[src/rtl/axi4l_pkg.sv]
// Shared AXI4-Lite definitions for the user-to-AXI4-Lite master bridge:
// response codes, fixed protection value and the per-channel FSM encodings.
package axi4l_pkg;

    localparam logic [1:0] RESP_OKAY   = 2'b00;
    localparam logic [1:0] RESP_EXOKAY = 2'b01;
    localparam logic [1:0] RESP_SLVERR = 2'b10;
    localparam logic [1:0] RESP_DECERR = 2'b11;

    // awprot/arprot are not exposed; every access is unprivileged, secure, data.
    localparam logic [2:0] AXI_PROT = 3'b000;

    typedef enum logic [1:0] {WR_IDLE, WR_ISSUE, WR_RESP} wr_state_t;
    typedef enum logic [1:0] {RD_IDLE, RD_ADDR, RD_DATA} rd_state_t;

endpackage

[src/rtl/axi4l_rd_path.sv]
// Read channel of the AXI4-Lite master bridge: one outstanding AR/R transaction,
// misaligned requests answered locally with DECERR and rd_data left untouched.
module axi4l_rd_path
    import axi4l_pkg::*;
#(
    parameter int  ADDR_W  = 32,
    parameter int  DATA_W  = 32,
    localparam int ALIGN_W = $clog2(DATA_W / 8)
) (
    input  logic              clk,
    input  logic              arst_n,
    input  logic [ADDR_W-1:0] rd_addr,
    input  logic              rd_valid,
    output logic              rd_ready,
    output logic              rd_done,
    output logic [DATA_W-1:0] rd_data,
    output logic [1:0]        rd_err,
    output logic [ADDR_W-1:0] araddr,
    output logic              arvalid,
    input  logic              arready,
    input  logic [DATA_W-1:0] rdata,
    input  logic [1:0]        rresp,
    input  logic              rvalid,
    output logic              rready
);

    rd_state_t state;

    always_ff @(posedge clk or negedge arst_n) begin
        if (!arst_n) begin
            state    <= RD_IDLE;
            rd_ready <= 1'b0;
            rd_done  <= 1'b0;
            rd_data  <= '0;
            rd_err   <= RESP_OKAY;
            araddr   <= '0;
            arvalid  <= 1'b0;
            rready   <= 1'b0;
        end else begin
            rd_done <= 1'b0;
            case (state)
                RD_IDLE: begin
                    rd_ready <= 1'b1;
                    if (rd_valid && rd_ready) begin
                        if (rd_addr[ALIGN_W-1:0] != '0) begin
                            rd_done <= 1'b1;
                            rd_err  <= RESP_DECERR;
                        end else begin
                            araddr   <= rd_addr;
                            arvalid  <= 1'b1;
                            rd_ready <= 1'b0;
                            state    <= RD_ADDR;
                        end
                    end
                end
                RD_ADDR: begin
                    if (arready) begin
                        arvalid <= 1'b0;
                        rready  <= 1'b1;
                        state   <= RD_DATA;
                    end
                end
                RD_DATA: begin
                    // rready is held high for the whole state, so rvalid alone marks the beat.
                    if (rvalid) begin
                        rready   <= 1'b0;
                        rd_data  <= rdata;
                        rd_err   <= rresp;
                        rd_done  <= 1'b1;
                        rd_ready <= 1'b1;
                        state    <= RD_IDLE;
                    end
                end
                default: state <= RD_IDLE;
            endcase
        end
    end

endmodule

[src/rtl/axi4_lite_mst_bridge.sv]
// User request/response to AXI4-Lite master bridge. Write FSM lives here;
// the read FSM is the axi4l_rd_path instance. The two channels never interact.
module axi4_lite_mst_bridge
    import axi4l_pkg::*;
#(
    parameter int  ADDR_W  = 32,
    parameter int  DATA_W  = 32,
    localparam int STRB_W  = DATA_W / 8,
    localparam int ALIGN_W = $clog2(STRB_W)
) (
    input  logic              clk,
    input  logic              arst_n,
    input  logic [ADDR_W-1:0] wr_addr,
    input  logic [DATA_W-1:0] wr_data,
    input  logic [STRB_W-1:0] wr_strb,
    input  logic              wr_valid,
    output logic              wr_ready,
    output logic              wr_done,
    output logic [1:0]        wr_err,
    input  logic [ADDR_W-1:0] rd_addr,
    input  logic              rd_valid,
    output logic              rd_ready,
    output logic              rd_done,
    output logic [DATA_W-1:0] rd_data,
    output logic [1:0]        rd_err,
    output logic [ADDR_W-1:0] m_axi_awaddr,
    output logic              m_axi_awvalid,
    input  logic              m_axi_awready,
    output logic [DATA_W-1:0] m_axi_wdata,
    output logic [STRB_W-1:0] m_axi_wstrb,
    output logic              m_axi_wvalid,
    input  logic              m_axi_wready,
    input  logic [1:0]        m_axi_bresp,
    input  logic              m_axi_bvalid,
    output logic              m_axi_bready,
    output logic [ADDR_W-1:0] m_axi_araddr,
    output logic              m_axi_arvalid,
    input  logic              m_axi_arready,
    input  logic [DATA_W-1:0] m_axi_rdata,
    input  logic [1:0]        m_axi_rresp,
    input  logic              m_axi_rvalid,
    output logic              m_axi_rready
);

    wr_state_t wr_state;

    always_ff @(posedge clk or negedge arst_n) begin
        if (!arst_n) begin
            wr_state      <= WR_IDLE;
            wr_ready      <= 1'b0;
            wr_done       <= 1'b0;
            wr_err        <= RESP_OKAY;
            m_axi_awaddr  <= '0;
            m_axi_awvalid <= 1'b0;
            m_axi_wdata   <= '0;
            m_axi_wstrb   <= '0;
            m_axi_wvalid  <= 1'b0;
            m_axi_bready  <= 1'b0;
        end else begin
            wr_done <= 1'b0;
            case (wr_state)
                WR_IDLE: begin
                    wr_ready <= 1'b1;
                    if (wr_valid && wr_ready) begin
                        if (wr_addr[ALIGN_W-1:0] != '0) begin
                            wr_done <= 1'b1;
                            wr_err  <= RESP_DECERR;
                        end else begin
                            m_axi_awaddr  <= wr_addr;
                            m_axi_wdata   <= wr_data;
                            m_axi_wstrb   <= wr_strb;
                            m_axi_awvalid <= 1'b1;
                            m_axi_wvalid  <= 1'b1;
                            wr_ready      <= 1'b0;
                            wr_state      <= WR_ISSUE;
                        end
                    end
                end
                WR_ISSUE: begin
                    // AW and W retire independently; a low valid means that half already handshook.
                    if (m_axi_awready) m_axi_awvalid <= 1'b0;
                    if (m_axi_wready)  m_axi_wvalid  <= 1'b0;
                    if ((!m_axi_awvalid || m_axi_awready) && (!m_axi_wvalid || m_axi_wready)) begin
                        m_axi_bready <= 1'b1;
                        wr_state     <= WR_RESP;
                    end
                end
                WR_RESP: begin
                    if (m_axi_bvalid) begin
                        m_axi_bready <= 1'b0;
                        wr_done      <= 1'b1;
                        wr_err       <= m_axi_bresp;
                        wr_ready     <= 1'b1;
                        wr_state     <= WR_IDLE;
                    end
                end
                default: wr_state <= WR_IDLE;
            endcase
        end
    end

    axi4l_rd_path #(
        .ADDR_W (ADDR_W),
        .DATA_W (DATA_W)
    ) u_rd_path (
        .clk      (clk),
        .arst_n   (arst_n),
        .rd_addr  (rd_addr),
        .rd_valid (rd_valid),
        .rd_ready (rd_ready),
        .rd_done  (rd_done),
        .rd_data  (rd_data),
        .rd_err   (rd_err),
        .araddr   (m_axi_araddr),
        .arvalid  (m_axi_arvalid),
        .arready  (m_axi_arready),
        .rdata    (m_axi_rdata),
        .rresp    (m_axi_rresp),
        .rvalid   (m_axi_rvalid),
        .rready   (m_axi_rready)
    );

endmodule
[config.mk]
export PLATFORM = sky130hd
export DESIGN_NAME = axi4_lite_mst_bridge
export DESIGN_NICKNAME = d
export VERILOG_FILES = /design/src/rtl/axi4l_pkg.sv /design/src/rtl/axi4l_rd_path.sv /design/src/rtl/axi4_lite_mst_bridge.sv
export SDC_FILE = /design/constraint.sdc
export NUM_CORES = 1
export LEC_CHECK = 0
export BUFFER_PORTS_ARGS = -buffer_cell sky130_fd_sc_hd__clkbuf_2
export CORE_ASPECT_RATIO = 0.7
export CORE_MARGIN = 4
export CORE_UTILIZATION = 50
export CTS_BUF_LIST = sky130_fd_sc_hd__clkbuf_2 sky130_fd_sc_hd__clkbuf_4 sky130_fd_sc_hd__clkbuf_8
export CTS_CLUSTER_DIAMETER = 40
export DETAILED_ROUTE_END_ITERATION = 8
export PLACE_DENSITY = 0.86
export SLEW_MARGIN = 0
export SYNTH_ARGS = -nofsm -noshare
export SYNTH_HDL_FRONTEND = slang
export SYNTH_HIERARCHICAL = 1
export SYNTH_SLANG_ARGS = --single-unit
[constraint.sdc]
create_clock -name clk -period 3.8 [get_ports clk]
set_input_delay 0.38 -clock clk [delete_from_list [all_inputs] [get_ports clk]]
set_output_delay 0.38 -clock clk [all_outputs]
set_load 0.02 [all_outputs]
Yosys cells after proc, flatten, opt, wreduce, memory -nomap -nowiden
Cells that the tools add are included.
Word-level totals
  register bits: 149
  word-level logic and storage cells: 115
Cells by class
  eq/ne operators: 16
  multiplexer cells: 48
  bitwise gates (word level): 2
  reductions and logical operators: 31
Operators with widths (number)
  2-bit two-way mux: 14
  4-bit AND reduction: 7
  1-bit two-way mux: 21
  2-bit != test (second input constant): 10
  1-bit one-hot mux with 2 select lines: 9
  2-bit nonzero test: 8
  2-bit one-hot mux with 3 select lines: 2
  3-bit AND reduction: 4
  2-bit one-hot mux with 2 select lines: 2
  2-bit AND reduction: 3
  2-bit by 1-bit == test with 1-bit output (second input constant): 2
  2-bit == test (second input constant): 2
  2-bit logical NOT: 2
  2-bit by 1-bit != test with 1-bit output (second input constant): 2
  1-bit logical AND: 3
  1-bit logical NOT: 2
  1-bit logical OR: 2
  1-bit inverter: 2

Depth between registers and ports, before layout
  word-level depth: 5
  depth in mapped cells: 6
  depth with buffers taken out: 3

Hierarchy
The synthesis kept the hierarchy.
Modules (own cells, without submodules)
  axi4_lite_mst_bridge: instances 1, cells an instance 182, area an instance 3265.6 µm², sequential area each 1926.8 µm²
  axi4l_rd_path: instances 1, cells an instance 167, area an instance 2761.4 µm², sequential area each 1801.7 µm²

Worst setup path before layout
OpenSTA, ideal clock, no wires.
  path kind: register -> register
  start: register u_rd_path.state[0]
  end: register u_rd_path.araddr[26]
  setup time: 0.125 ns
  arrival time: 1.564 ns
  path slack: 2.111 ns
  stages on the path, launching flop included: 7
  path buffers: 3
  clock period less this slack: 1.689 ns
  path through: dfrtp_1 buf_6 nand4bb_4 or3_1 buf_6 buf_12 mux2_4
On the way
  longest elaborated chain between the ends: 2
Ends and longest elaborated chain
  start, declared: RTL line axi4l_rd_path.sv:27  | rd_state_t state;
  start signal, assigned: RTL line axi4l_rd_path.sv:31  | state <= RD_IDLE;
  start signal, assigned: RTL line axi4l_rd_path.sv:52  | state <= RD_ADDR;
  start signal, assigned: RTL line axi4l_rd_path.sv:60  | state <= RD_DATA;
  2-bit logical NOT: RTL line axi4l_rd_path.sv:41  | case (state)
  3-bit AND reduction (no source line)
  end signal, assigned: RTL line axi4l_rd_path.sv:49  | araddr <= rd_addr;
  end, declared: RTL line axi4l_rd_path.sv:18  | output logic [ADDR_W-1:0] araddr,
Every way passes these cells.
A chain may end at the register's enable or synchronous reset.

Worst setup path in the final report
  start: register u_rd_path.state[0]
  end: register u_rd_path.rd_err[0]
On the way
  longest elaborated chain between the ends: 3
Ends and longest elaborated chain
  2-bit == test or 2-bit logical NOT (tied branches): RTL line axi4l_rd_path.sv:41
  2-bit != test (no source line) (tied with other cells)
  4-bit AND reduction (no source line)
  end signal, assigned: RTL line axi4l_rd_path.sv:68  | rd_err <= rresp;
  end, declared: RTL line axi4l_rd_path.sv:17  | output logic [1:0] rd_err,
Parallel ways exist; a longest one is shown, timed or not.

==> flow_metrics.tcl <==
set metrics [dict create \
    drive_gt1_share_pct 69.25 \
    track_usage_pct 20.36 \
    fin_area_sq_um 7921 \
    drt_iter0_drc 116 \
    grt_pass1_wl_um 22680 \
    gr-total-overflow 0 \
    dieArea_sq_um 13900 \
    syn_to_final_growth_pct 31.43 \
    reg2reg_depth 4 \
    clk_latency_ns 0.42 \
    ir_drop_uv 484.6 \
    cts_sinks 149 \
    syn_inst 349 \
    synthTopCellsByArea "dfrtp_1, mux2_4, mux2_2, buf_12, buf_6" \
    required_ns 4.10 \
    dpl_worst_slack_ns 1.757 \
    slew_violations 0 \
    start_util_pct 51.40 \
    rsz0062_at_grt "false" \
    synthTopCellsByCount "dfrtp_1, mux2_4, mux2_2, buf_12, nand2_1" \
    layout.nets 791 \
    synth_seq_cells 149 \
    r2r_start "u_rd_path/state[0]$_DFFE_PN0P_" \
    yosysMostFrequentCell "dfrtp_1" \
    synth_top_area_share_pct 61.86 \
    dp_hpwl_um 10930 \
    reg2reg_slack_ns 1.73 \
    fin_crit_sh_pct 54.51 \
    crit_path_end_kind "register" \
    powerDensity_nw_per_um2 853.9 \
    post_cts_buffers 0 \
    fin_worst_skew_ns 0.01377 \
    clock_path_buffers 2 \
    crit_end "u_rd_path/rd_err[0]$_DFFE_PN0P_" \
    fp.dieH_um 99.86 \
    critPathLaunch "u_rd_path/state[0]$_DFFE_PN0P_" \
    routabilityCongestion 0.8420 \
    worst_pin_slew_ns 0.9543 \
    drcViolationCount 0 \
    synth_edf_count 0 \
    cts_tree "built" \
    grt_pass1_vias 4261 \
    place_area_sq_um 7502 \
    fmax_ghz 0.4828 \
    synth_top_flop_cell "dfrtp_1" \
    crit_type "register to register" \
    drtPass1Iterations 4 \
    slew_headroom_pct 36.38 \
    routed_via_density 4.881 \
    startpoint_type "register" \
    ys_warn_count 6 \
    worstHoldPathType "primary input to asynchronous set/reset pin" \
    synth_top_area_cell "dfrtp_1" \
    htree_levels 4 \
    avgSynthCellArea_sq_um 17.27 \
    fillCellCount 851 \
    postCtsHoldBufs 0 \
    diodes 0 \
    fin_ws_ns 1.729 \
    path_max_fanout 19 \
    grt_max_degree 109 \
    reg2reg_to "u_rd_path/rd_err[0]$_DFFE_PN0P_" \
    cts_root_buf "clkbuf_8" \
    yosysUniqueCellTypes 29 \
    wire_per_inst_um 17.50 \
    async_flop_share_pct 100.0 \
    cts_made_buffers 17 \
    hold_viol 0 \
    cts.clk_slew.worst_paths_ns 0.08 \
    die_w_um 139.2 \
    coreArea_sq_um 11730 \
    netlist_area_sq_um 6027 \
    routed_wl_um 14240 \
    p_leak_uw 0.004273 \
    boundaryPins 290 \
    cts_resized 0 \
    synth_nets 494 \
    vias 3973 \
    rows 33 \
    portBuffers 289 \
    cap_violations 0 \
    antenna_found_initial 0 \
    final.min_clock_period_ns 2.071 \
    yosysSeqAreaShare_pct 61.86 \
    setup_violations 0 \
    tns_ns 0 \
    ant_nets 0 \
    critPathArrivalTime_ns 2.38 \
    outcome "finished clean" \
]
## where the power goes
group | leakage, uW | total (uW) | switching (uW) | internal [uW]
Sequential | 0.00177 | 2690 | 420 | 2270
Clock | 0.000213 | 1290 | 572 | 720
Combinational | 0.00229 | 2780 | 1520 | 1260
## flip-flops by register name, indices dropped and copies added (netlist names), 4 cells and up
| signal | flops |
|---|---|
| m_axi_awaddr | 32 |
| m_axi_wdata | 32 |
| u_rd_path/araddr | 32 |
| u_rd_path/rd_data | 32 |
| m_axi_wstrb | 4 |
## cell usage in the layout (no fill, tap or decap), types with 2 or more instances in the layout
master       n
a21oi_1      5
a31oi_1      2
and2_1       4
buf_4        3
bufinv_16    4
clkbuf_2   288
clkbuf_8    17
clkinv_2     3
dfrtp_1    149
inv_1        5
inv_6        3
mux2_2      56
mux2_4      72
nand2_1      7
nand3b_1     3
nor2_1       6
nor2b_1      3
o21a_1       3
o21ai_0      6
o31ai_1      2
or4_1        2
## area by class of cell
type / count / area [sq um] / share of cell area [%]
Clock buffer: 18 / 241.5 / 3.048
Sequential cell: 149 / 3729 / 47.07
Timing Repair Buffer: 292 / 1475 / 18.62
Tap cell: 157 / 196.4 / 2.480
Multi-Input combinational cell: 181 / 2083 / 26.30
Inverter: 5 / 18.77 / 0.2369
Clock inverter: 12 / 177.7 / 2.243
## worst min-delay path by stage
stage                                             endpoint  slack, ns                     startpoint
after floorplan                m_axi_awaddr[0]$_DFFE_PN0P_       0.08                         arst_n
after global placement       u_rd_path/arvalid$_DFFE_PN0P_       0.47  u_rd_path/arvalid$_DFFE_PN0P_
after detailed placement       m_axi_awaddr[1]$_DFFE_PN0P_       0.48    m_axi_awaddr[1]$_DFFE_PN0P_
after CTS                 u_rd_path/rd_data[8]$_DFFE_PN0P_       0.10                         arst_n
after global routing      u_rd_path/rd_data[8]$_DFFE_PN0P_       0.14                         arst_n
final                     u_rd_path/rd_data[8]$_DFFE_PN0P_       0.06                         arst_n
## logic make-up after synthesis
family          synth area share, %
compound gates                1.993
mux                           28.40
simple gates                  4.173
flops                         61.86
buf+inv                       3.571
## routing by layer
metal	vias up	wire length [um]	track usage [%]
met2	164	7424	34.60
li1	1821	-	-
met3	14	944	5.714
met4	0	179	6.992
met1	1974	5693	25.43
met5	-	0	0
## per-stage QoR
stage	hold WS, ns	std cells	power (uW)	utilization [%]
5_1_grt	0.1417	814	7114	67.55
4_1_cts	0.1017	814	6838	67.55
3_5_place_dp	0.4752	784	5518	63.98
3_3_place_gp	0.4675	784	5401	63.98
6_report	0.05917	814	6764	67.55
2_1_floorplan	0.08441	349	4470	-
## critical path, cell delays in order, from the launching register on
cell      delay [ns]
dfrtp_1         0.47
nand3b_1        0.66
buf_4           0.39
o21ai_0         0.22
o21a_1          0.22
Power figures use the tool's default switching activity.
